### src/rtl/packetizer_pkg.sv
// Shared types and config decoding for the AXI-Stream packetizer.
// The {k,len} config word layout matches packet_add_top.
package packetizer_pkg;

  localparam int CFG_DW = 8;
  localparam int CFG_CW = 2 * CFG_DW;

  typedef enum logic [1:0] {
    IDLE = 2'd0,
    PASS = 2'd1,
    PAD  = 2'd2
  } state_t;

  // A zero length field encodes the maximum packet length of 2^DW beats.
  function automatic logic [CFG_DW:0] cfg_len(input logic [CFG_CW-1:0] cfg);
    if (cfg[CFG_DW-1:0] == {CFG_DW{1'b0}}) begin
      cfg_len = {1'b1, {CFG_DW{1'b0}}};
    end else begin
      cfg_len = {1'b0, cfg[CFG_DW-1:0]};
    end
  endfunction

  function automatic logic [CFG_DW-1:0] cfg_k(input logic [CFG_CW-1:0] cfg);
    if (cfg[CFG_CW-1:CFG_DW] == {CFG_DW{1'b0}}) begin
      cfg_k = {{(CFG_DW-1){1'b0}}, 1'b1};
    end else begin
      cfg_k = cfg[CFG_CW-1:CFG_DW];
    end
  endfunction

endpackage

### src/rtl/axis_reg_slice.sv
// Two-entry skid buffer carrying DW data bits plus {user,last} sideband.
// Every output and the upstream ready come straight from flops.
module axis_reg_slice #(
  parameter int DW = 8
) (
  input  logic          clk,
  input  logic          rst,
  input  logic [DW+1:0] in_data,
  input  logic          in_valid,
  output logic          in_ready,
  output logic [DW+1:0] out_data,
  output logic          out_valid,
  input  logic          out_ready
);

  logic [DW+1:0] out_data_q, out_data_d;
  logic [DW+1:0] skid_data_q, skid_data_d;
  logic          out_valid_q, out_valid_d;
  logic          skid_valid_q, skid_valid_d;
  logic          in_ready_q, in_ready_d;
  logic          in_fire;

  // Next-state: drain skid first, park incoming beat in skid when stalled.
  always_comb begin
    in_fire      = in_valid && in_ready_q;
    out_valid_d  = out_valid_q;
    out_data_d   = out_data_q;
    skid_valid_d = skid_valid_q;
    skid_data_d  = skid_data_q;
    if (!out_valid_q || out_ready) begin
      if (skid_valid_q) begin
        out_valid_d  = 1'b1;
        out_data_d   = skid_data_q;
        skid_valid_d = 1'b0;
      end else if (in_fire) begin
        out_valid_d = 1'b1;
        out_data_d  = in_data;
      end else begin
        out_valid_d = 1'b0;
      end
    end else if (in_fire) begin
      skid_valid_d = 1'b1;
      skid_data_d  = in_data;
    end else begin
      skid_valid_d = skid_valid_q;
    end
    in_ready_d = !skid_valid_d;
  end

  // State flops; ready stays low for the whole reset assertion.
  always_ff @(posedge clk or negedge rst) begin
    if (!rst) begin
      out_valid_q  <= 1'b0;
      out_data_q   <= {(DW+2){1'b0}};
      skid_valid_q <= 1'b0;
      skid_data_q  <= {(DW+2){1'b0}};
      in_ready_q   <= 1'b0;
    end else begin
      out_valid_q  <= out_valid_d;
      out_data_q   <= out_data_d;
      skid_valid_q <= skid_valid_d;
      skid_data_q  <= skid_data_d;
      in_ready_q   <= in_ready_d;
    end
  end

  assign in_ready  = in_ready_q;
  assign out_valid = out_valid_q;
  assign out_data  = out_data_q;

endmodule

### src/rtl/axis_packetizer.sv
// Cuts a byte stream into fixed-length packets, zero-pads early ends and
// flags every k-th packet end on m_tuser.
module axis_packetizer
  import packetizer_pkg::*;
#(
  parameter int DW = 8,
  parameter int CW = 2 * DW
) (
  input  logic          clk,
  input  logic          rst,
  input  logic [DW-1:0] s_tdata,
  input  logic          s_tvalid,
  input  logic          s_tlast,
  output logic          s_tready,
  output logic [DW-1:0] m_tdata,
  output logic          m_tvalid,
  output logic          m_tlast,
  output logic          m_tuser,
  input  logic          m_tready,
  input  logic [CW-1:0] config_packet,
  output logic          pad_evt,
  output logic [15:0]   pkt_cnt
);

  state_t        state_q, state_d;
  logic [DW:0]   beat_q, beat_d;
  logic [DW:0]   len_l_q, len_l_d;
  logic [DW-1:0] k_l_q, k_l_d;
  logic [DW-1:0] grp_q, grp_d;
  logic          pad_evt_q, pad_evt_d;
  logic [15:0]   pkt_cnt_q, pkt_cnt_d;

  logic [DW:0]   cur_len;
  logic [DW-1:0] cur_k;
  logic          sl_in_valid, sl_in_ready, sl_out_valid;
  logic [DW+1:0] sl_in_data, sl_out_data;
  logic          fire, is_end, user_b;

  // Config is taken live from the port only at packet start (k only at group start).
  always_comb begin
    cur_len     = (state_q == IDLE) ? cfg_len(config_packet) : len_l_q;
    cur_k       = (state_q == IDLE && grp_q == {DW{1'b0}}) ? cfg_k(config_packet) : k_l_q;
    sl_in_valid = (state_q == PAD) ? 1'b1 : s_tvalid;
    fire        = sl_in_valid && sl_in_ready;
    is_end      = (beat_q == (cur_len - {{DW{1'b0}}, 1'b1}));
    user_b      = is_end && (grp_q == (cur_k - {{(DW-1){1'b0}}, 1'b1}));
    sl_in_data  = {user_b, is_end, (state_q == PAD) ? {DW{1'b0}} : s_tdata};

    state_d   = state_q;
    beat_d    = beat_q;
    len_l_d   = len_l_q;
    k_l_d     = k_l_q;
    grp_d     = grp_q;
    pad_evt_d = 1'b0;
    if (fire) begin
      len_l_d = cur_len;
      k_l_d   = cur_k;
      if (is_end) begin
        beat_d  = {(DW+1){1'b0}};
        state_d = IDLE;
        grp_d   = user_b ? {DW{1'b0}} : grp_q + {{(DW-1){1'b0}}, 1'b1};
      end else begin
        beat_d = beat_q + {{DW{1'b0}}, 1'b1};
        case (state_q)
          PAD: state_d = PAD;
          default: begin
            if (s_tlast) begin
              state_d   = PAD;
              pad_evt_d = 1'b1;
            end else begin
              state_d = PASS;
            end
          end
        endcase
      end
    end else begin
      state_d = state_q;
    end

    if (m_tvalid && m_tready && m_tlast) begin
      pkt_cnt_d = pkt_cnt_q + 16'd1;
    end else begin
      pkt_cnt_d = pkt_cnt_q;
    end
  end

  // Control state flops.
  always_ff @(posedge clk or negedge rst) begin
    if (!rst) begin
      state_q   <= IDLE;
      beat_q    <= {(DW+1){1'b0}};
      len_l_q   <= {(DW+1){1'b0}};
      k_l_q     <= {DW{1'b0}};
      grp_q     <= {DW{1'b0}};
      pad_evt_q <= 1'b0;
      pkt_cnt_q <= 16'd0;
    end else begin
      state_q   <= state_d;
      beat_q    <= beat_d;
      len_l_q   <= len_l_d;
      k_l_q     <= k_l_d;
      grp_q     <= grp_d;
      pad_evt_q <= pad_evt_d;
      pkt_cnt_q <= pkt_cnt_d;
    end
  end

  axis_reg_slice #(.DW(DW)) u_slice (
    .clk       (clk),
    .rst       (rst),
    .in_data   (sl_in_data),
    .in_valid  (sl_in_valid),
    .in_ready  (sl_in_ready),
    .out_data  (sl_out_data),
    .out_valid (sl_out_valid),
    .out_ready (m_tready)
  );

  assign s_tready = (state_q != PAD) && sl_in_ready;
  assign m_tvalid = sl_out_valid;
  assign {m_tuser, m_tlast, m_tdata} = sl_out_data;
  assign pad_evt  = pad_evt_q;
  assign pkt_cnt  = pkt_cnt_q;

endmodule
### config.mk
export PLATFORM = sky130hd
export DESIGN_NAME = axis_packetizer
export DESIGN_NICKNAME = d
export VERILOG_FILES = /design/src/rtl/packetizer_pkg.sv /design/src/rtl/axis_reg_slice.sv /design/src/rtl/axis_packetizer.sv
export SDC_FILE = /design/constraint.sdc
export NUM_CORES = 1
export LEC_CHECK = 0
export BUFFER_PORTS_ARGS = -buffer_cell sky130_fd_sc_hd__buf_2
export CORE_MARGIN = 4
export CORE_UTILIZATION = 53
export CTS_CLUSTER_SIZE = 25
export DETAILED_ROUTE_END_ITERATION = 16
export PLACE_DENSITY = 0.77
export SYNTH_ARGS = -nofsm -noshare
export SYNTH_HDL_FRONTEND = slang
export SYNTH_HIERARCHICAL = 1
export SYNTH_SLANG_ARGS = --single-unit
### constraint.sdc
create_clock -name clk -period 3.3 [get_ports clk]
set_input_delay 0.66 -clock clk [delete_from_list [all_inputs] [get_ports clk]]
set_output_delay 0.66 -clock clk [all_outputs]
set_load 0.02 [all_outputs]
* Yosys cells after proc, flatten, opt, wreduce, memory -nomap -nowiden
Index checks and enable logic that the tools add are counted.
** Word-level totals
- Bits in latches :: 0
- RAM bits :: 0
- Input bits :: 29
- Memories kept :: 0
- Word-level logic and storage cells :: 60
- Memory bits (read-only) :: 0
- Output and inout bits :: 29
- Register bits :: 76
** Operators by class
- Muxes and demuxes :: 21
- Bitwise gates (word level) :: 1
- Reduce and logical (&&, ||, !) cells :: 17
- Shift-type cells :: 0
- Div/mod/pow operators :: 0
- $add $sub $neg :: 5
- $lt $le $gt $ge :: 0
- Eq/ne operators :: 4
- Multipliers :: 0
** Operators with widths (number)
- $mux 8 :: 4
- $mux 9 :: 3
- $logic_not 8->1 :: 3
- $mux 10 :: 2
- $add 16x1->16 const B :: 1
- $add 9x1->9 const B :: 1
- $eq 9x9->1 :: 1
- $mux 1 :: 9
- $sub 9x1->9 const B :: 1
- $add 8x1->8 const B :: 1
- $eq 8x8->1 :: 1
- $sub 8x1->8 const B :: 1
- $logic_and 1x1->1 :: 6
- $mux 2 :: 3
- $reduce_and 2->1 :: 3
- $eq 2x2->1 const B :: 1
- $logic_not 1->1 :: 2
- $logic_not 2->1 :: 1
- $ne 2x2->1 const B :: 1
- $reduce_bool 2->1 :: 1
- $logic_or 1x1->1 :: 1
- $not 1->1 :: 1

* Logic depth before layout (Yosys ltp)
Gate-level depths: netlist (run 1).
- Word-level depth :: 8
- Gate-level depth with buffers :: 16
- Gate-level depth less buffers :: 14

* Cells and area by module
Netlist (run 1), hierarchy kept.
** By module, submodules not included
- axis_packetizer :: sequential area each 1326.3 µm², times used 1, cells an instance 385, area an instance 3509.6 µm²
- axis_reg_slice :: sequential area each 575.6 µm², times used 1, cells an instance 62, area an instance 999.7 µm²

* Worst setup path before layout (run 1)
No wires, ideal clock.
- Path type :: reg-to-reg
- Start point :: reg grp_q[0]
- End point :: reg u_slice.out_data_q[9] (netlist: u_slice/out_data[9])
- Cell stages (with the launch flop) :: 16
- Path slack :: -0.326 ns
- Buffers on the path :: 1
- Arrival time :: 3.501 ns
- Library setup time :: 0.125 ns
- Clock period less this slack :: 3.626 ns
- Data required time :: 3.175 ns
- Path through :: dfrtp_1 > inv_1 > ha_1 > nor4b_1 > nand3_1 > mux2i_1 > ha_1 > nor3b_1 > xnor2_1 > mux2i_1 > mux2i_1 > nand4_1 > clkbuf_1 > nor3_1 > mux2_2 > mux2_2
** On the way
- Longest elaborated chain between the ends :: 8
** RTL lines
- start: declaration :: RTL line axis_packetizer.sv:29 : logic [DW-1:0] grp_q, grp_d;
- start signal: assignment :: RTL line axis_packetizer.sv:94 : grp_q <= {DW{1'b0}};
- start signal: assignment :: RTL line axis_packetizer.sv:102 : grp_q <= grp_d;
- $logic_not 8->1 :: RTL line axis_packetizer.sv:42 : cur_k = (state_q == IDLE && grp_q == {DW{1'b0}}) ? cfg_k(config_packet) : k_l_q;
- $logic_and 1x1->1 :: RTL line axis_packetizer.sv:42
- $mux 8 :: RTL line axis_packetizer.sv:42
- $sub 8x1->8 :: RTL line axis_packetizer.sv:46 : user_b = is_end && (grp_q == (cur_k - {{(DW-1){1'b0}}, 1'b1}));
- $eq 8x8->1 * :: RTL line axis_packetizer.sv:46
- $logic_and 1x1->1 * :: RTL line axis_packetizer.sv:46
- via sl_in_data[9] :: RTL line axis_packetizer.sv:36 : logic [DW+1:0] sl_in_data, sl_out_data;
- $mux 10 * :: RTL line axis_reg_slice.sv:35 : end else if (in_fire) begin
- $mux 10 * :: RTL line axis_reg_slice.sv:31 : if (skid_valid_q) begin
- end signal: assignment :: RTL line axis_reg_slice.sv:54 : out_data_q <= {(DW+2){1'b0}};
- end signal: assignment :: RTL line axis_reg_slice.sv:60 : out_data_q <= out_data_d;
- end: declaration :: RTL line axis_reg_slice.sv:16 : logic [DW+1:0] out_data_q, out_data_d;
The timed path passes the listed nets; every way through them passes the cells marked *. The select of a mux whose other input is x is not followed.
A chain may end at the register's enable or synchronous reset.

* Final worst setup path (run 1)
- Start point :: reg grp_q[0]
- End point :: reg grp_q[2]
** On the way
- Longest elaborated chain between the ends :: 7
- Elaborated cells on any way between the ends :: 8
- Classes of those cells :: add/sub: 2; eq/ne: 1; mux: 2; reduce/logical: 3
** RTL lines
- $logic_not 8->1 :: RTL line axis_packetizer.sv:42
- $logic_and 1x1->1 :: RTL line axis_packetizer.sv:42
- $mux 8 :: RTL line axis_packetizer.sv:42
- $sub 8x1->8 :: RTL line axis_packetizer.sv:46
- $eq 8x8->1 :: RTL line axis_packetizer.sv:46
- $logic_and 1x1->1 :: RTL line axis_packetizer.sv:46
- $mux 8 * :: RTL line axis_packetizer.sv:61 : grp_d = user_b ? {DW{1'b0}} : grp_q + {{(DW-1){1'b0}}, 1'b1};
Mark *: on every way between the ends. The rest lies on a longest branch, timed or not.

==> flow_summary.toml, run 1 <==
[outcome]
status = "complete, no violations"

[cts]
cts.htree.levels = 3
clkSlewWorstSetupHoldPaths_ns = 0.09
cts.sinks = 76
tritoncts = "done"
cts_inserted_buffers = 9
cts_buffer_depth = 2
cts_root_buffer = "clkbuf_8"
ctsHoldBuffers = 0
clock_latency_ns = 0.35

[synthesis]
postSynthAreaPerCell_um2 = 10.09
synth_cell_types = 62
synth_ff_type = "dfrtp_1"
ys_warn_count = 6
synth_top_area_cell = "dfrtp_1"
synth-async-reset-ratio_pct = 100.0
syn_nets = 482
yosysTopAreaCellShare_pct = 42.18
syn_inst = 447
synth-seq-cells = 76
synth_edf_count = 0
netlist_top_cells_area = "dfrtp_1 42%, mux2_2 10%, xnor2_1 4.9%"
seq_area_frac_synth_pct = 42.18
syn-cell-area_um2 = 4509

[timing]
rsz0062_at_grt = "yes"
drv_slew = 0
setup_viol = 0
tightest_slew_ns = 0.9594
clock_skew_ns = 0.01107
max_slew_margin_pct = 36.04
timing.fmax_ghz = 0.3044
finalHoldViolations = 0
tns_ns = 0
finalWorstSetupSlack_ns = 0.01442
fin_crit_sh_pct = 99.56
min_period_ns = 3.286

[finish]
layout_common_cells = "76 x dfrtp_1, 56 x buf_2, 40 x mux2_2"
fin_nets = 562
syn_to_final_growth_pct = 18.95
final_common_cell = "dfrtp_1"
n_antenna_cell = 0
drive_above_1_share_pct = 31.02
fillers = 667

[critical_path]
critPathArrivalTime_ns = 3.52
cpPeakStageDelay_ns = 0.38
critPathKind = "register to register"
endpoint_kind = "register"
required_ns = 3.53
slowest_stage = "dfrtp_1"
critPathMaxFanout = 6
crit_chain = "inv_1, ha_2, nor4b_4, nand3_1, mux2i_2, ha_2, nor3b_4, xnor2_1, mux2i_1, mux2i_1, nand4_1, buf_4, buf_6, nor2_1, o211ai_1"
startpoint_type = "register"

[global_route]
grt_pass1_wl_mm = 17.34
grt_antenna_before_repair = 0
overflow = 0
grt_max_degree = 77
grt_pass1_vias = 3707
grt_usage_pct = 21.20

[die]
rows = 33
die_area_um2 = 10050
io_pins = 58
coreArea_um2 = 8258
chipWidth_um = 100.2
start_util_pct = 54.61
die_h_um = 100.2

[drt]
vias_per_cell = 5.796
drt_iter0_drc = 138
first_pass_iters = 4
routed_wl_mm = 10.18
ant_nets = 0
avgRoutedWirePerCell_um = 15.97
vias = 3692
drc_errors = 0

[place]
globalplace.congestion = 0.8468
io_buffers = 57
dp_hpwl_mm = 7.188
dpl_worst_slack_ns = 0.07493

[power]
p_per_area_nw_per_um2 = 740.1
finalPower_mw = 3.970
ir_worst_vdd_uv = 490.1
power.static_leakage_nw = 2.531

[min_path]
hp-class = "input port to asynchronous set/reset pin"

[job]
maxCapViolations = 0
-- state kept, by name, indices dropped and copies added, names as in the netlist --
register and cells:
k_l_q 8, u_slice/skid_data_q 10, grp_q 8, pkt_cnt 16, len_l_q 9, u_slice/skid_valid_q 1
pad_evt 1, state_q 2, u_slice/in_ready 1, beat_q 9, u_slice/out_valid 1, u_slice/out_data 10
-- metal layers --
metal  share of wire (%)  track usage, %  vias to the layer above
met1                  46           28.57                     1771
met3                 6.3           5.281                       15
met5                   0               0                        -
li1                    -               -                     1793
met4                 1.6           6.632                        0
met2                  46           33.74                      113
-- stage by stage --
stage	area [µm²]	utilization [%]	hold slack, ns	cells
2_1_floorplan	4542	-	0.3644	447
3_3_place_gp	4996	60.50	0.4569	612
3_5_place_dp	4996	60.50	0.4683	612
4_1_cts	5245	63.52	0.4805	628
5_1_grt	5364	64.95	0.5068	637
6_report	5364	64.95	0.4414	637
-- cells by family (layout without fill, tap and decap cells) --
logic type / count (synthesis) / after routing / share of synthesized area [%]
adders and majority gates: 6 / 6 / 1.665
DFF: 76 / 76 / 42.18
muxes: 54 / 54 / 13.37
and+or+nand+nor: 170 / 170 / 20.42
buffers and inverters: 28 / 113 / 3.163
xor gates and xnor gates: 33 / 33 / 6.715
AOI/OAI and AO/OA: 80 / 80 / 12.49
-- path summary, 6_finish.rpt --
kind / to / depth (start not counted) / slack (ns) / from
worst min register to register: pkt_cnt[15] / 1 / 0.47 / pkt_cnt[15]
min in group clk: pkt_cnt[15] / 1 / 0.47 / pkt_cnt[15]
max in group asynchronous: beat_q[1] / 1 / 2.22 / rst
worst min-delay path: len_l_q[7] / 1 / 0.44 / rst
worst max register to register: grp_q[2] / 15 / 0.01 / grp_q[0]
worst max-delay path: grp_q[2] / 15 / 0.01 / grp_q[0]
-- cell usage after synthesis (all sizes together), types with 4 or more instances --
cell and number:
dfrtp 76, mux2 44, nand2 38, nor2 32
xnor2 25, nand3 22, o21ai 21, o211ai 14
nor3 13, a21oi 12, inv 12, and2 10
buf 10, mux2i 10, nor4 9, nand4 8
nand2b 7, or3 7, xor2 7, clkbuf 6
ha 6, nor3b 6, nor2b 4, o21a 4
-- critical path, delay by kind of cell (launching register included) --
| kind | cells | cell delay (ns) |
|---|---|---|
| AO/OA/AOI/OAI | 1 | 0.12 |
| XOR/XNOR | 1 | 0.08 |
| adder cells (fa/ha/maj) | 2 | 0.43 |
| buffers and inverters | 3 | 0.38 |
| flip-flops | 1 | 0.38 |
| multiplexers | 3 | 0.69 |
| AND/OR/NAND/NOR | 5 | 1.06 |
-- where the power goes --
part / switching, mW / leakage, nW / internal (mW)
clock network: 0.357 / 0.122 / 0.523
registers: 0.227 / 0.985 / 1.16
logic: 0.917 / 1.42 / 0.782
-- final cells by class --
| type | count | area [µm²] | share of cell area [%] |
|---|---|---|---|
| repair buffers | 85 | 505.5 | 9.424 |
| multi-input cells | 343 | 2531 | 47.19 |
| clock inverters | 6 | 111.4 | 2.076 |
| well taps | 105 | 131.4 | 2.449 |
| inverters | 12 | 45.04 | 0.8397 |
| clock buffers | 10 | 137.6 | 2.566 |
| flip-flops and latches | 76 | 1902 | 35.46 |
-- repair_timing --
item                                    CTS  global route
hold endpoints to repair                  0             0
endpoints found under the setup margin    0            10
gates resized for setup                   0            13
buffers inserted                          0             8
(Power assumes the default switching activity.)
==> run 2, diff against run 1 <==
--- a/config.mk
+++ b/config.mk
@@ -5,7 +5,7 @@
 export SDC_FILE = /design/constraint.sdc
 export NUM_CORES = 1
 export LEC_CHECK = 0
-export BUFFER_PORTS_ARGS = -buffer_cell sky130_fd_sc_hd__buf_2
+export BUFFER_PORTS_ARGS = -buffer_cell sky130_fd_sc_hd__buf_4
 export CORE_MARGIN = 4
 export CORE_UTILIZATION = 53
 export CTS_CLUSTER_SIZE = 25
==> flow_summary.toml, run 2 (synthesis gave the netlist of run 1 again) <==
[place]
dp.cells = 611
dp_hpwl_mm = 7.311
io_buffers = 57
globalplace.congestion = 0.9266

[finish]
fillers = 701
largest_reg_flops = 16
layout_common_cells = "76 x dfrtp_1, 76 x buf_4, 42 x mux2_2"
syn_to_final_growth_pct = 19.28
stdcell_count = 628
n_antenna_cell = 0
fin_nets = 553
drive_above_1_share_pct = 29.25

[critical_path]
crit_buf_inv = 1
critPathKind = "register to register"
required_ns = 3.59
crit_chain = "inv_1, ha_1, or4b_4, nor3_4, a21o_1, ha_2, nor3b_2, xnor2_1, mux2i_1, mux2i_1, nand4_1, nor3_1, mux2_2, mux2_2"
critPathArrivalTime_ns = 3.55
slowest_stage = "or4b_4"
critical_path.top_delay_family = "simple AND/OR/NAND/NOR gates"
regToRegSetupSlack_ns = 0.04
endpoint_kind = "register"
reg2reg_from = "grp_q[0]"
worstSetupStartpoint = "grp_q[0]"
cpPeakStageDelay_ns = 0.51
startpoint_type = "register"
critPathMaxFanout = 4

[drt]
first_pass_iters = 4
vias = 3689
drc_errors = 0
avgRoutedWirePerCell_um = 16.20
routed_wl_mm = 10.17
dr_wl_met2_mm = 4.714
met3_length_um = 604
drt_iter0_drc = 220
wl_met1_mm = 4.651
highest_layer = "met4"
vias_per_cell = 5.874
ant_nets = 0

[global_route]
overflow = 0
grt_usage_pct = 21.60
grt_max_degree = 77
grt_pass1_wl_mm = 17.66
grt_antenna_before_repair = 0
grt_pass1_vias = 3751

[die]
chipWidth_um = 100.2
die_h_um = 100.2
coreArea_um2 = 8258
io_pins = 58
rows = 33
die_area_um2 = 10050
start_util_pct = 54.61

[timing]
timing.fmax_ghz = 0.3069
clock_skew_ns = 0.006240
drv_slew = 0
fin_crit_sh_pct = 98.74
tightest_slew_ns = 0.9582
min_period_ns = 3.259
setup_viol = 0
rsz0062_at_grt = "yes"
finalHoldViolations = 0
max_slew_margin_pct = 36.12
tns_ns = 0
holdWs_ns = 0.4350

[job]
maxCapViolations = 0

[cts]
clock_latency_ns = 0.35
clkSlewWorstSetupHoldPaths_ns = 0.08
tritoncts = "done"
cts_root_buffer = "clkbuf_8"
cts.sinks = 76
cts_inserted_buffers = 9
ctsHoldBuffers = 0
cts.htree.levels = 3
cts_buffer_depth = 2

[outcome]
status = "complete, no violations"

[power]
ir_worst_vdd_uv = 491.9
power.static_leakage_nw = 2.497
p_per_area_nw_per_um2 = 730.4

[min_path]
hp-class = "input port to asynchronous set/reset pin"
[run 2: cell types whose count changed in the layout (fill, tap and decap cells not counted), sizes merged]
| cell | delta |
|---|---|
| buf | -9 |
| bufinv | -1 |
| inv | +1 |
[run 2: through the flow]
stage	cell area, µm²	util [%]	worst slack (ns)	power, mW
after floorplan	4542	-	0.004345	2.662
after global placement	5129	62.11	0.1433	3.073
after detailed placement	5129	62.11	0.02198	3.144
after CTS	5353	64.82	0.08135	3.957
after global routing	5379	65.14	-0.1608	4.211
final	5379	65.14	0.04145	3.929
[run 2: path summary, 6_finish.rpt]
check | end | depth (start not counted)
max | u_slice/out_data[9] | 14
min | k_l_q[5] | 1
max reg2reg | u_slice/out_data[9] | 14
min reg2reg | pkt_cnt[15] | 1
max in group asynchronous | u_slice/out_data[1] | 1
min in group clk | pkt_cnt[15] | 1
[run 2: repair_timing]
item	4_1_cts	5_1_grt
endpoints found under the setup margin	0	6
setup buffers	0	1
resized for setup	0	4
[run 2: worst reg2reg max path: cells and delay by family (launching register included)]
kind,cells,cell delay (ns)
AOI/OAI and AO/OA,1,0.18
xor gates and xnor gates,1,0.09
adders and majority gates,2,0.38
buffers and inverters,1,0.07
DFF,1,0.39
muxes,4,0.78
and+or+nand+nor,5,1.32
[run 2: area by class of cell]
class | count | area [µm²] | area share [%]
Clock buffer | 10 | 137.6 | 2.559
Tap cell | 105 | 131.4 | 2.442
Sequential cell | 76 | 1902 | 35.36
Clock inverter | 6 | 86.33 | 1.605
Inverter | 12 | 45.04 | 0.8374
Multi-Input combinational cell | 343 | 2506 | 46.59
Timing Repair Buffer | 76 | 570.5 | 10.61
[run 2: per-layer routing]
| metal | track usage (%) | vias up |
|---|---|---|
| li1 | - | 1777 |
| met1 | 28.62 | 1792 |
| met2 | 34.05 | 101 |
| met3 | 5.420 | 19 |
| met4 | 8.394 | 0 |
| met5 | 0 | - |
[run 2: power by group]
part / total [mW] / leakage [nW] / internal [mW] / switching [mW]
Combinational: 1.74 / 1.40 / 0.822 / 0.915
Sequential: 1.40 / 0.985 / 1.16 / 0.232
Clock: 0.797 / 0.113 / 0.446 / 0.350
